File: config.mk
export PLATFORM = sky130hd
export DESIGN_NAME = dcache_dm_wb
export DESIGN_NICKNAME = d
export VERILOG_FILES = /design/src/rtl/dcache_dm_wb.sv
export SDC_FILE = /design/constraint.sdc
export NUM_CORES = 2
export LEC_CHECK = 0
export BUFFER_PORTS_ARGS = -buffer_cell sky130_fd_sc_hd__buf_4
export CAP_MARGIN = 20
export CORE_MARGIN = 5
export CORE_UTILIZATION = 25
export DETAILED_ROUTE_END_ITERATION = 12
export PLACE_DENSITY = 0.39
export SKIP_CTS_REPAIR_TIMING = 1
export SYNTH_ARGS = -nofsm -noshare
export SYNTH_HDL_FRONTEND = slang
export SYNTH_SLANG_ARGS = --single-unit
File: constraint.sdc
create_clock -name clk -period 12.1 [get_ports clk]
set_input_delay 0.605 -clock clk [delete_from_list [all_inputs] [get_ports clk]]
set_output_delay 0.605 -clock clk [all_outputs]
set_load 0.05 [all_outputs]
File: src/rtl/dcache_dm_wb.sv
// Direct-mapped, write-back, write-allocate data cache between the pipeline MEM
// stage and a 128-bit block memory that completes each request with a ready pulse.
module dcache_dm_wb #(
  parameter int unsigned INDEX_W = 3,
  parameter int unsigned TAG_W   = 25
) (
  input  logic         clk,
  input  logic         rst_n,
  input  logic         proc_read,
  input  logic         proc_write,
  input  logic [29:0]  proc_addr,
  input  logic [31:0]  proc_wdata,
  output logic         proc_stall,
  output logic [31:0]  proc_rdata,
  output logic         mem_read,
  output logic         mem_write,
  output logic [27:0]  mem_addr,
  output logic [127:0] mem_wdata,
  input  logic [127:0] mem_rdata,
  input  logic         mem_ready
);

  localparam int unsigned NUM_BLOCKS = 2 ** INDEX_W;
  localparam int unsigned WORD_W     = 32;
  localparam int unsigned LINE_W     = 128;
  localparam int unsigned BADDR_W    = 28;

  typedef enum logic [1:0] {
    S_COMPARE   = 2'd0,
    S_WRITEBACK = 2'd1,
    S_ALLOCATE  = 2'd2
  } state_e;

  state_e                  state_q, state_d;
  logic [NUM_BLOCKS-1:0]   valid_q, valid_d;
  logic [NUM_BLOCKS-1:0]   dirty_q, dirty_d;
  logic [TAG_W-1:0]        tag_q  [NUM_BLOCKS];
  logic [TAG_W-1:0]        tag_d  [NUM_BLOCKS];
  logic [LINE_W-1:0]       data_q [NUM_BLOCKS];
  logic [LINE_W-1:0]       data_d [NUM_BLOCKS];
  logic                    mem_read_q, mem_read_d;
  logic                    mem_write_q, mem_write_d;
  logic [BADDR_W-1:0]      mem_addr_q, mem_addr_d;
  logic [LINE_W-1:0]       mem_wdata_q, mem_wdata_d;

  logic [TAG_W-1:0]        addr_tag;
  logic [INDEX_W-1:0]      idx;
  logic [1:0]              off;
  logic [6:0]              bit_off;
  logic                    req;
  logic                    hit;
  logic [LINE_W-1:0]       merged;

  // Address split: word offset, line index, tag.
  assign addr_tag = proc_addr[INDEX_W+2 +: TAG_W];
  assign idx      = proc_addr[2 +: INDEX_W];
  assign off      = proc_addr[1:0];
  assign bit_off  = {off, 5'b0};
  assign req      = proc_read | proc_write;
  assign hit      = req & valid_q[idx] & (tag_q[idx] == addr_tag);

  assign mem_read  = mem_read_q;
  assign mem_write = mem_write_q;
  assign mem_addr  = mem_addr_q;
  assign mem_wdata = mem_wdata_q;

  // Next-state, array updates and the combinational processor response.
  always_comb begin
    state_d     = state_q;
    valid_d     = valid_q;
    dirty_d     = dirty_q;
    tag_d       = tag_q;
    data_d      = data_q;
    mem_read_d  = mem_read_q;
    mem_write_d = mem_write_q;
    mem_addr_d  = mem_addr_q;
    mem_wdata_d = mem_wdata_q;
    proc_stall  = 1'b0;
    proc_rdata  = '0;
    merged      = data_q[idx];
    merged[bit_off +: WORD_W] = proc_wdata;

    case (state_q)
      S_COMPARE: begin
        proc_stall = req & ~hit;
        if (proc_read & hit) begin
          proc_rdata = data_q[idx][bit_off +: WORD_W];
        end
        if (proc_write & hit) begin
          data_d[idx]  = merged;
          dirty_d[idx] = 1'b1;
        end else if (req & ~hit) begin
          if (valid_q[idx] & dirty_q[idx]) begin
            state_d     = S_WRITEBACK;
            mem_write_d = 1'b1;
            mem_addr_d  = BADDR_W'({tag_q[idx], idx});
            mem_wdata_d = data_q[idx];
          end else begin
            state_d    = S_ALLOCATE;
            mem_read_d = 1'b1;
            mem_addr_d = BADDR_W'({addr_tag, idx});
          end
        end
      end
      S_WRITEBACK: begin
        proc_stall = 1'b1;
        if (mem_ready) begin
          state_d     = S_ALLOCATE;
          mem_write_d = 1'b0;
          mem_read_d  = 1'b1;
          mem_addr_d  = BADDR_W'({addr_tag, idx});
        end
      end
      S_ALLOCATE: begin
        proc_stall = 1'b1;
        if (mem_ready) begin
          state_d      = S_COMPARE;
          mem_read_d   = 1'b0;
          data_d[idx]  = mem_rdata;
          tag_d[idx]   = addr_tag;
          valid_d[idx] = 1'b1;
          dirty_d[idx] = 1'b0;
        end
      end
      default: begin
        state_d = S_COMPARE;
      end
    endcase

    // Processor sees a quiet cache while reset is held.
    if (!rst_n) begin
      proc_stall = 1'b0;
      proc_rdata = '0;
    end
  end

  always_ff @(posedge clk or negedge rst_n) begin
    if (!rst_n) begin
      state_q     <= S_COMPARE;
      valid_q     <= '0;
      dirty_q     <= '0;
      mem_read_q  <= 1'b0;
      mem_write_q <= 1'b0;
      mem_addr_q  <= '0;
      mem_wdata_q <= '0;
    end else begin
      state_q     <= state_d;
      valid_q     <= valid_d;
      dirty_q     <= dirty_d;
      mem_read_q  <= mem_read_d;
      mem_write_q <= mem_write_d;
      mem_addr_q  <= mem_addr_d;
      mem_wdata_q <= mem_wdata_d;
    end
  end

  // Tag and data arrays carry no reset; valid bits gate their use.
  always_ff @(posedge clk) begin
    tag_q  <= tag_d;
    data_q <= data_d;
  end

endmodule

### After elaboration in Yosys (flattened, before gate mapping)

Index checks and enable logic that the tools add are counted.

* $add $sub $neg: 1
* eq/ne operators: 10
* reductions and logical operators: 14
* shift-type cells: 3
* magnitude comparators: 4
* bitwise logic cells: 14
* multiplexer cells: 52

Operators by type and width (number)
* bitwise mux 1024 bit: 2
* 2-to-1 mux 1024 bit: 2
* case mux 1024 bit (2 select lines): 1
* binary-select mux 128 bit (select 3 bit): 1
* demux 128 bit (select 3 bit): 1
* 2-to-1 mux 128 bit: 3
* bitwise mux 200 bit: 1
* bitwise mux 128 bit: 1
* variable shift 32 x 9 -> 128 bit, first input constant: 1
* variable part select 128 x 8 -> 32 bit: 1
* variable part select 32 x 9 -> 128 bit: 1
* 2-to-1 mux 28 bit: 4
* 2-to-1 mux 32 bit: 3
* binary-select mux 25 bit (select 3 bit): 1
* demux 25 bit (select 3 bit): 1
* 2-to-1 mux 25 bit: 3
* case mux 28 bit (2 select lines): 1
* == test 25 bit: 1
* 2-to-1 mux 8 bit: 2
* bitwise OR 8 bit: 2
* case mux 8 bit (2 select lines): 1
* inequality test 2 bit, second input constant: 7
* 2-to-1 mux 1 bit: 12
* AND reduction 4 bit: 3
* 28 further kinds: 42

* output and inout bits: 191
* input port bits: 195
* logic and storage cells: 121
* register bits: 1400

### Longest topological paths before layout

* depth after elaboration: 11
* depth in mapped cells: 17
* mapped depth without buffers: 9

### Least setup slack after synthesis

Ideal clock, no wire load.

* path kind: input port to flip-flop
* start point: input proc_addr[2]
* end point: register data_q[0] (netlist name) (enable)
* stages: 13
* path buffers: 4
* data required time: 11.483 ns
* path slack: 2.546 ns
* setup time: 0.617 ns
* arrival: 8.936 ns
* path through: buf_2 or2_1 buf_2 o22ai_2 nor3_1 or4b_1 or4b_1 or4_1 buf_4 or2_4 buf_6 o2bb2ai_2 nor2_1

* longest elaborated chain between the ends: 9
* elaborated cells between the ends (all ways): 12
* classes of those cells: eq/ne (2); mux (5); bitwise (4); reduce/logical (1)

RTL lines
* from (decl): line 11 `input logic [29:0] proc_addr,`
* NOT 3 -> 4 bit (implied by the code): line 60 `assign hit = req & valid_q[idx] & (tag_q[idx] == addr_tag);`
* binary-select mux 25 bit (select 3 bit): line 60
* 2-to-1 mux 25 bit (implied by the code) (2 in a row): line 60
* == test 25 bit: line 60
* AND 1 bit *: line 60
* AND 1 bit *: line 89 `if (proc_write & hit) begin`
* inequality test 2 bit (no source line) *
* AND reduction 3 bit (no source line) *
* to (signal assigned): line 160 `data_q <= data_d;`
* to (decl): line 39 `logic [LINE_W-1:0] data_q [NUM_BLOCKS];`

Mark *: on every way between the ends. The rest lies on a longest branch, timed or not. The select of a mux whose other input is x is not followed.
A chain may end at the register's enable or synchronous reset.

### Final worst setup path

* start point: input proc_addr[2]
* end point: register data_q[814] (netlist name) (enable)

The elaborated chain is that of the path after synthesis.

==> run summary <==
Outcome -> completed
Pwr Density -> 208 mW/mm^2
Rows -> 179
CTS tree -> built
Syn nets -> 4,835
DRT Pass-1 Iters -> 5
Number of remaining DRC errors -> 0
Vias in the first global route -> 41,300
Worst-path maximum fanout -> 44
Final count of hold timing violations -> 0
Initial core utilization -> 25.1%
Placed wire-length estimate -> 158,000 um
Synth Area in Simple Gates -> 11.4%
DP Worst Slack -> 4.43 ns
Highest-count cells in the layout ignoring fill and taps -> edfxtp_1 (1,224), nor2_1 (1,084), buf_4 (481)
Cell count after synthesis -> 4,631
CTS clk-pin slew, worst paths -> 0.06 ns
Initial antenna violation count -> 28
Largest family of logic cells by synthesized area -> simple AND/OR/NAND/NOR gates
Tcrit/Tclk final -> 57.2%
Clock Skew -> 0.0642 ns
Port buffer count -> 385
Complex-gate fraction of the synthesized area -> 9.66%
Post-layout util -> 30.2%
Sequential area share after synthesis -> 68.9%
Setup crit start kind -> primary input
Clock Latency Late Sink -> 0.83 ns
Vias per cell -> 5.07
H-Tree Depth -> 4
Crit path DAT -> 7.35 ns
Average wire per standard cell -> 32.0 um
Crit path buffers/inverters -> 3
Final antenna-violating net count -> 0
1st-iter DRT viols -> 4,341
Relative slew slack -> 9.06%
Post-synth design cell area -> 0.0598 sq mm
Top FF cell, synth -> edfxtp_1
Post-synthesis mux area share -> 7.31%
Netlist cell types -> 71
Largest cells by area after synthesis -> edfxtp_1 (61%), dfrtp_1 (7.4%), nor2_1 (7.0%)
Placer congestion estimate -> 0.793
Slowest stage delay, CP -> 0.98 ns
Synth Area in Adders -> 0.188%
Leak pwr -> 24.5 nW
DR vias -> 42,000
Synthesis-to-finish area growth -> 20.2%
Die Height -> 499 um
Post-synth EDFFs -> 1,224
DIE AREA -> 0.249 sq mm
Die width -> 499 um
Global-route wire length before repair -> 362,000 um
Core Box Area -> 0.238 sq mm
Critical Path RT -> 12.53 ns
Hold Path Class -> in2reg
TNS Setup -> 0 ns
Fmax -> 145 MHz
Final global-route overflow total -> 0
Asr flop ratio synth -> 12.6%
Largest net degree at the start of global routing -> 131
CP max stage cell -> nor2b_2
RSZ-0062 raised after global routing -> false
Synth top area share -> 61.5%
Post-Synth XOR/XNOR Area -> 0.161%
Worst vdd ir -> 175 uV
Placed Area -> 0.0665 sq mm
Post-layout nets -> 5,158
Most common cell on crit path -> buf_4
Cell area after layout -> 0.0718 sq mm
Largest area contributor in the netlist -> edfxtp_1
Max-slew violations -> 0
Clk root buf -> clkbuf_16
Final WS setup -> 5.18 ns
Critical path class -> in2reg
Critical-path cell list -> buf_4 > buf_4 > nor2b_2 > a22oi_1 > and3b_1 > or4b_1 > or4b_1 > or4_1 > or2_4 > o2bb2ai_2 > nor2_4 > buf_4
Worst-margin pin slew -> 1.36 ns
Minimum clock period -> 6.92 ns
Commonest non-fill, non-tap cell in the layout -> edfxtp_1
Clock buffer depth -> 3
Crit. End Element -> register
Total number of yosys warnings -> 0
Seq cells post-synth -> 1,400
Max cap viols -> 0
Final setup violation count -> 0
Clock sink total -> 1,400
Share of cells above drive strength 1 -> 18.4%
Total GRT Usage -> 20.6%
CP delay by family, top -> simple AND/OR/NAND/NOR gates
Num ports -> 386
Total CTS buffers -> 166
Final WL -> 264,000 um
Post-Syn Area per Cell -> 12.9 sq um
-- worst reg2reg max path, cell delays in order, from the launching register on --
cell and delay [ns]:
edfxtp_1 0.41, mux2_2 0.28, o22ai_1 0.26, nor3_1 0.07, or4b_1 0.53, or4b_1 0.54
or4_1 0.84, or2_4 0.44, o2bb2ai_2 0.36, nor2_4 0.95, buf_4 0.88
-- per-layer routing --
metal  wire, um  up-vias  track usage (%)
li1           -    17900                -
met1     119000    22100             29.4
met2     121000     1758             32.6
met3      18100      266             3.83
met4       6040        4             4.72
met5         27        -                0
-- final timing paths --
kind                               start             to  slack [ns]  cells past startpoint
setup / recovery            proc_addr[2]    data_q[814]        5.18                     12
hold / removal             proc_addr[24]     tag_q[144]        0.07                      1
setup reg to reg              tag_q[152]    data_q[814]        6.10                     10
hold reg to reg               valid_q[5]     valid_q[5]        0.46                      1
max in group asynchronous          rst_n  mem_wdata[32]       10.29                      3
min in group asynchronous          rst_n   mem_addr[24]        0.40                      2
-- cells in the mapped netlist (all sizes together), types with 26 or more instances --
cell type     n
mux2i       227
a221oi       45
dfrtp       176
nor2       1110
nand2       335
edfxtp     1224
and4         77
mux2         88
a21oi        34
o22ai        26
a22oi       362
o21ai       302
buf          70
mux4         49
clkbuf      272
-- where the power goes --
| part | switching, mW | internal [mW] | leakage [nW] |
|---|---|---|---|
| sequential | 0.240 | 5.85 | 13.5 |
| combinational | 2.97 | 1.04 | 8.43 |
| clock | 2.14 | 2.73 | 2.57 |
| total | 5.35 | 9.61 | 24.5 |
-- flip-flops by register name, indices dropped and copies added (netlist names), named ones only --
signal and flops:
mem_addr 28, mem_write 1, mem_wdata 128, state_q 2
data_q 1024, valid_q 8, mem_read 1, tag_q 200
-- layout make-up --
class / count / area (sq um)
fill: 24100 / 166000
sequential: 1400 / 41200
multi-input combinational: 2875 / 17500
clock buffer: 221 / 4550
tap: 3167 / 3960
timing repair buffer: 497 / 3910
clock inverter: 88 / 698
inverter: 14 / 52.6
antenna: 10 / 25.0
-- through the flow --
step,power (mW),hold WS [ns],std cells
after floorplan,8.57,0.309,4631
after global placement,10.2,0.449,7950
after detailed placement,10.2,0.449,7950
after CTS,15.1,-0.228,8259
after global routing,15.5,0.0264,8264
final,15.0,0.0655,8272
-- kinds of logic (layout without fill, tap and decap cells) --
family          after synthesis  in the layout
simple gates               1630           1630
buf+inv                     356            820
fa+ha+maj                     9              9
mux                         364            364
compound gates              861            861
flops                      1400           1400
xor+xnor                     11             11
other cells                   0             10
(Power assumes the default switching activity.)
